File: src/rtl/debouncer_if.sv
// Bus between a raw bouncy input source and the debouncer.
// GLITCH_CNT_EN adds the rejected-transition counter to the bus.
interface debouncer_if #(
  parameter int GLITCH_W = 8
);
  logic in;
  logic db;
`ifdef GLITCH_CNT_EN
  logic [GLITCH_W-1:0] glitch_cnt;

  modport master (output in, input db, input glitch_cnt);
  modport slave  (input in, output db, output glitch_cnt);
`else
  modport master (output in, input db);
  modport slave  (input in, output db);
`endif
endinterface

File: src/rtl/debouncer.sv
// Debouncer: synchronizer chain feeding a 4-state stability FSM with a qualification counter.
// Optional feature macro: GLITCH_CNT_EN (saturating count of rejected transitions).
module debouncer #(
  parameter int SYNC_STAGES   = 2,
  parameter int STABLE_CYCLES = 8,
  parameter int GLITCH_W      = 8
) (
  input  logic        clk,
  input  logic        rst,
  debouncer_if.slave  bus
);

  localparam int CNT_W = (STABLE_CYCLES > 1) ? $clog2(STABLE_CYCLES) : 1;
  localparam logic [CNT_W-1:0] CNT_LAST = CNT_W'(STABLE_CYCLES - 1);

  typedef enum logic [1:0] {
    ST_ZERO  = 2'd0,
    ST_WAIT1 = 2'd1,
    ST_ONE   = 2'd2,
    ST_WAIT0 = 2'd3
  } state_t;

  logic [SYNC_STAGES-1:0] r_sync;
  state_t                 r_state;
  state_t                 w_state_nxt;
  logic [CNT_W-1:0]       r_cnt;
  logic [CNT_W-1:0]       w_cnt_nxt;
  logic                   r_db;
  logic                   w_db_nxt;
  logic                   w_s;

  assign w_s    = r_sync[SYNC_STAGES-1];
  assign bus.db = r_db;

  // Synchronizer chain; only its last stage is seen by the FSM
  always_ff @(posedge clk or negedge rst) begin
    if (!rst) begin
      r_sync <= {SYNC_STAGES{1'b0}};
    end else begin
      r_sync <= {r_sync[SYNC_STAGES-2:0], bus.in};
    end
  end

  // State, qualification counter and registered debounced level
  always_ff @(posedge clk or negedge rst) begin
    if (!rst) begin
      r_state <= ST_ZERO;
      r_cnt   <= {CNT_W{1'b0}};
      r_db    <= 1'b0;
    end else begin
      r_state <= w_state_nxt;
      r_cnt   <= w_cnt_nxt;
      r_db    <= w_db_nxt;
    end
  end

  // Next-state: any reversal inside a WAIT state drops back with no partial credit
  always_comb begin
    w_state_nxt = r_state;
    w_cnt_nxt   = r_cnt;
    case (r_state)
      ST_ZERO: begin
        if (w_s) begin
          w_state_nxt = ST_WAIT1;
          w_cnt_nxt   = {CNT_W{1'b0}};
        end else begin
          w_state_nxt = ST_ZERO;
        end
      end
      ST_WAIT1: begin
        if (!w_s) begin
          w_state_nxt = ST_ZERO;
        end else if (r_cnt == CNT_LAST) begin
          w_state_nxt = ST_ONE;
        end else begin
          w_cnt_nxt = r_cnt + {{(CNT_W-1){1'b0}}, 1'b1};
        end
      end
      ST_ONE: begin
        if (!w_s) begin
          w_state_nxt = ST_WAIT0;
          w_cnt_nxt   = {CNT_W{1'b0}};
        end else begin
          w_state_nxt = ST_ONE;
        end
      end
      ST_WAIT0: begin
        if (w_s) begin
          w_state_nxt = ST_ONE;
        end else if (r_cnt == CNT_LAST) begin
          w_state_nxt = ST_ZERO;
        end else begin
          w_cnt_nxt = r_cnt + {{(CNT_W-1){1'b0}}, 1'b1};
        end
      end
      default: begin
        w_state_nxt = ST_ZERO;
        w_cnt_nxt   = {CNT_W{1'b0}};
      end
    endcase
  end

  // Output decode from the next state so db lands in a flop on the same edge
  always_comb begin
    w_db_nxt = 1'b0;
    case (w_state_nxt)
      ST_ONE, ST_WAIT0: w_db_nxt = 1'b1;
      ST_ZERO, ST_WAIT1: w_db_nxt = 1'b0;
      default: w_db_nxt = 1'b0;
    endcase
  end

`ifdef GLITCH_CNT_EN
  logic [GLITCH_W-1:0] r_glitch_cnt;
  logic                w_glitch;

  assign w_glitch       = ((r_state == ST_WAIT1) && !w_s) || ((r_state == ST_WAIT0) && w_s);
  assign bus.glitch_cnt = r_glitch_cnt;

  // Saturating count of rejected transitions, cleared only by reset
  always_ff @(posedge clk or negedge rst) begin
    if (!rst) begin
      r_glitch_cnt <= {GLITCH_W{1'b0}};
    end else if (w_glitch && (r_glitch_cnt != {GLITCH_W{1'b1}})) begin
      r_glitch_cnt <= r_glitch_cnt + {{(GLITCH_W-1){1'b0}}, 1'b1};
    end else begin
      r_glitch_cnt <= r_glitch_cnt;
    end
  end
`endif

endmodule

File: src/flat_wrapper.sv
// flat-port wrapper written by rule: the top's interface ports become plain ports
module debouncer_flat 
#(
  parameter int SYNC_STAGES   = 2,
  parameter int STABLE_CYCLES = 8,
  parameter int GLITCH_W      = 8
)
  (clk, rst, bus_in, bus_db);
  debouncer_if #(.GLITCH_W(GLITCH_W)) bus_i ();
  input  logic clk;
  input  logic rst;
  input wire logic [$bits(bus_i.in)-1:0] bus_in;
  output wire logic [$bits(bus_i.db)-1:0] bus_db;
  assign bus_i.in = bus_in;
  assign bus_db = bus_i.db;
  debouncer #(.SYNC_STAGES(SYNC_STAGES), .STABLE_CYCLES(STABLE_CYCLES), .GLITCH_W(GLITCH_W)) u_core (.clk(clk), .rst(rst), .bus(bus_i));
endmodule
File: config.mk
export PLATFORM = sky130hd
export DESIGN_NAME = debouncer_flat
export DESIGN_NICKNAME = d
export VERILOG_FILES = /design/src/rtl/debouncer_if.sv /design/src/rtl/debouncer.sv /design/src/flat_wrapper.sv
export SDC_FILE = /design/constraint.sdc
export NUM_CORES = 1
export LEC_CHECK = 0
export CORE_AREA = 2 2 39 41
export CTS_BUF_LIST = sky130_fd_sc_hd__clkbuf_16
export CTS_CLUSTER_SIZE = 24
export DETAILED_ROUTE_END_ITERATION = 8
export DIE_AREA = 0 0 41 43
export PLACE_DENSITY = 0.49
export SYNTH_ARGS = -nofsm -noshare
export SYNTH_HDL_FRONTEND = slang
export SYNTH_SLANG_ARGS = --single-unit
File: constraint.sdc
create_clock -name clk -period 1.79 [get_ports clk]
set_clock_uncertainty 0.2 [all_clocks]
set_input_delay 0.358 -clock clk [delete_from_list [all_inputs] [get_ports clk]]
set_output_delay 0.358 -clock clk [all_outputs]
set_load 0.05 [all_outputs]
Yosys cells after proc, flatten, opt, wreduce, memory -nomap -nowiden
Cells that the tools add are included.
{"block": "word_totals", "word_cells": 35, "out_inout_bits": 1, "regBits": 8, "in_bits": 3}
{"block": "op_classes", "add_sub_neg": 1, "n_reduce_logical": 5, "muxes": 14, "eq_ne": 11}
{"op": "2-to-1 mux 3 bit", "n": 5}
{"op": "case mux 3 bit (4 select lines)", "n": 1}
{"op": "== test 2 bit, second input constant", "n": 4}
{"op": "2-to-1 mux 2 bit", "n": 4}
{"op": "case mux 2 bit (4 select lines)", "n": 1}
{"op": "== test 2 x 1 -> 1 bit, second input constant", "n": 2}
{"op": "logical NOT 2 bit", "n": 2}
{"op": "!= test 2 x 1 -> 1 bit, second input constant", "n": 2}
{"op": "!= test 2 bit, second input constant", "n": 2}
{"op": "AND reduction 4 bit", "n": 1}
{"op": "OR reduction 2 bit", "n": 2}
{"op": "adder 3 x 1 -> 3 bit, second input constant", "n": 1}
{"op": "== test 3 bit, second input constant", "n": 1}
{"op": "2-to-1 mux 1 bit", "n": 2}
{"op": "case mux 1 bit (2 select lines)", "n": 1}

Logic depth before layout (Yosys ltp)
{"block": "depth", "word_depth": 7, "mapped_depth": 5}

Worst setup path after synthesis
No wires, ideal clock.
{"block": "synth_timing", "kind": "reg-to-reg", "start": "register u_core.r_cnt[0]", "end": "register u_core.r_cnt[0]", "stages_incl_launch_ff": 6, "arrival_time_ns": 1.280, "setup_time_ns": 0.066, "setup_slack_ns": 0.244, "t_required_ns": 1.524, "cell_sequence": "dfrtp_1 -> ha_1 -> ha_1 -> nor2b_1 -> or3b_1 -> nand2_1"}
{"block": "synth_via", "elab_chain_cells": 4}
{"element": "start, declared", "line": "debouncer.sv:26", "text": "logic [CNT_W-1:0] r_cnt;"}
{"element": "start signal, assigned", "line": "debouncer.sv:48", "text": "r_cnt <= {CNT_W{1'b0}};"}
{"element": "start signal, assigned", "line": "debouncer.sv:52", "text": "r_cnt <= w_cnt_nxt;"}
{"element": "adder 3 x 1 -> 3 bit or == test 3 bit (tied branches)"}
{"element": "2-to-1 mux 3 bit (*)", "line": "debouncer.sv:73, debouncer.sv:90"}
{"element": "2-to-1 mux 3 bit (on tied branches)", "line": "debouncer.sv:88, debouncer.sv:71"}
{"element": "case mux 3 bit (4 select lines) (*)", "line": "debouncer.sv:61", "text": "case (r_state)"}
Mark *: on every way between the ends. The rest lies on a longest branch, timed or not. The select of a mux whose other input is x is not followed.
A chain may end at the register's enable or synchronous reset.

Worst setup path in the final report
Same ends and word-level chain as after synthesis.

==> flow_summary.ini <==
[drt]
wl_per_cell_um = 9.500
post-route-drc-count = 0
postRouteAntennaNets = 0
vias_per_cell = 4.152
initialDrtViolationCount = 7
vias = 191
wl_um = 437
firstDrtPassIters = 4

[placement]
place_inst = 42
dp_hpwl_um = 314.2
gp_congestion = 0.6402
portBuffers = 3
placed_cell_area_um2 = 341.6

[synth]
yosysWarnings = 0
netlist_instances = 23
synth_area_um2 = 281.5
synth.largest_area_cell = dfrtp_1
synth_fp_nets = 28
yosys.area.top_type_share_pct = 62.22
ys_ff_latch = 7
yosysSeqAreaShare_pct = 62.22
yosys-top-cells-area = dfrtp_1 (62%), ha_1 (8.9%), o21ai_0 (8.9%)
synth_cell_types = 10
syn_area_per_cell_um2 = 12.24

[clock_tree]
cts_buffers = 3
tritoncts = done
postCtsSetupBuffers = 0
cts_max_level = 1
numClockSinks = 7
clkLatencyLatePin_ns = 0.23
clockRootBuffer = clkbuf_16
cts_resized = 0
cts_buffer_depth = 2
cts.clk_slew.worst_paths_ns = 0.04
cts_hold_buf = 0

[die]
die-width_um = 41
io_pins = 4
core_area_mm2 = 0.001384
dieArea_mm2 = 0.001763
std_cell_rows = 14
start_util_pct = 20.34
die_y_um = 43

[worst_hold_path]
min_path_cells = 0
hp-class = flip-flop to flip-flop

[setup_path]
crit_fanout = 3
endpoint_kind = flip-flop
cp-start-kind = flip-flop
worst_ep_required_time_ns = 1.76
arrival_ns = 1.64
ff2ff_path_depth = 5
crit_type = flip-flop to flip-flop

[pwr]
p_leak_nw = 0.1982
p_per_area_mw_per_mm2 = 1611
ir_drop_v = 0.0004424

[sta]
tightest_slew_ns = 0.4124
finalHoldViolCount = 0
timing.final.crit_share_pct = 93.19
setup_viol_count_final = 0
finalMaxSlewViolations = 0
fin_crit_ns = 1.668
slew_headroom_pct = 72.31
timing.fmax_ghz = 0.5995
tns_ns = 0
rsz0062_at_grt = false

[finish]
area_growth_pct = 49.33
layout_common_cells = dfrtp_1 (7), o21ai_0 (5), nand2_1 (3), clkbuf_16 (3)
fin_nets = 36
num_antenna_cells = 0
multi_input_area_um2 = 106.4
final_common_cell = dfrtp_1
drive_gt1_share_pct = 16.67
instances_no_fill = 46
final_util_pct = 30.38
fin_area_um2 = 420.4
regArea_um2 = 175.2
fillers = 143

[global_routing]
grt_max_degree = 8
grt_pass1_vias = 198
overflow = 0
antenna_found_initial = 0
grt_use_total_pct = 7.825
grt_pass1_wl_um = 821

[run_status]
status = completed

[run]
maxCapViolCount = 0
==> sequential cells by signal (all words and copies together) (netlist names) <==
name            flops
u_core.r_cnt        3
u_core.r_state      1
u_core.bus.db       1
u_core.r_sync       2
==> final cells by class <==
| class | instances | share of cell area (%) |
|---|---|---|
| Timing Repair Buffer | 3 | 9.524 |
| Clock buffer | 3 | 17.86 |
| Multi-Input combinational cell | 16 | 25.30 |
| Tap cell | 16 | 4.762 |
| Clock inverter | 1 | 0.8929 |
| Sequential cell | 7 | 41.67 |
==> metal layers <==
metal	track usage, %	part of all wire [%]
met1	9.699	45
met5	0	0
met4	12.00	9.2
met3	2.094	6.4
met2	8.125	39
==> worst max-delay path: stages (launching register included) <==
cell and delay, ns:
dfrtp_1 0.37, ha_1 0.20, ha_1 0.20, nor2b_1 0.20, or3b_1 0.37, nand2_1 0.06
==> synthesized netlist by cell type, drive strengths merged <==
cell,count
xnor2,1
dfrtp,7
nor2b,1
mux2,1
or3b,1
and2,1
o21ai,5
nor2,1
nand2,3
ha,2
==> logic make-up (layout without fill, tap and decap cells) <==
family | after synthesis | count (layout) | share of synthesized area, %
fa+ha+maj | 2 | 2 | 8.887
buf+inv | 0 | 7 | 0
xor+xnor | 1 | 1 | 3.112
compound gates | 5 | 5 | 8.887
simple gates | 7 | 7 | 12.89
flops | 7 | 7 | 62.22
mux | 1 | 1 | 4.000
==> per-stage QoR <==
step / power, mW / setup WS, ns / hold slack (ns)
final: 0.6771 / 0.1218 / 0.1412
after global routing: 0.7137 / 0.02438 / 0.1671
after CTS: 0.6822 / 0.1098 / 0.1425
after detailed placement: 0.3088 / 0.1306 / 0.1450
after global placement: 0.3059 / 0.1719 / 0.1428
after floorplan: 0.2735 / 0.2437 / -0.1376
==> final timing paths <==
| path | startpoint | slack, ns | to |
|---|---|---|---|
| min in group asynchronous | rst | 0.18 | u_core.r_cnt[0] |
| max reg2reg | u_core.r_cnt[0] | 0.12 | u_core.r_cnt[0] |
| max in group asynchronous | rst | 0.98 | u_core.r_cnt[1] |
| min reg2reg | u_core.r_sync[0] | 0.14 | u_core.r_sync[1] |
| max | u_core.r_cnt[0] | 0.12 | u_core.r_cnt[0] |
| min | u_core.r_sync[0] | 0.14 | u_core.r_sync[1] |
==> power by group <==
group | leakage [nW] | switching [mW] | total, mW | internal, mW
clock | 0.0423 | 0.0830 | 0.373 | 0.290
sequential | 0.0886 | 0.0193 | 0.213 | 0.194
combinational | 0.0673 | 0.0465 | 0.0905 | 0.0441
No activity file was read; power rests on OpenSTA's default activity.
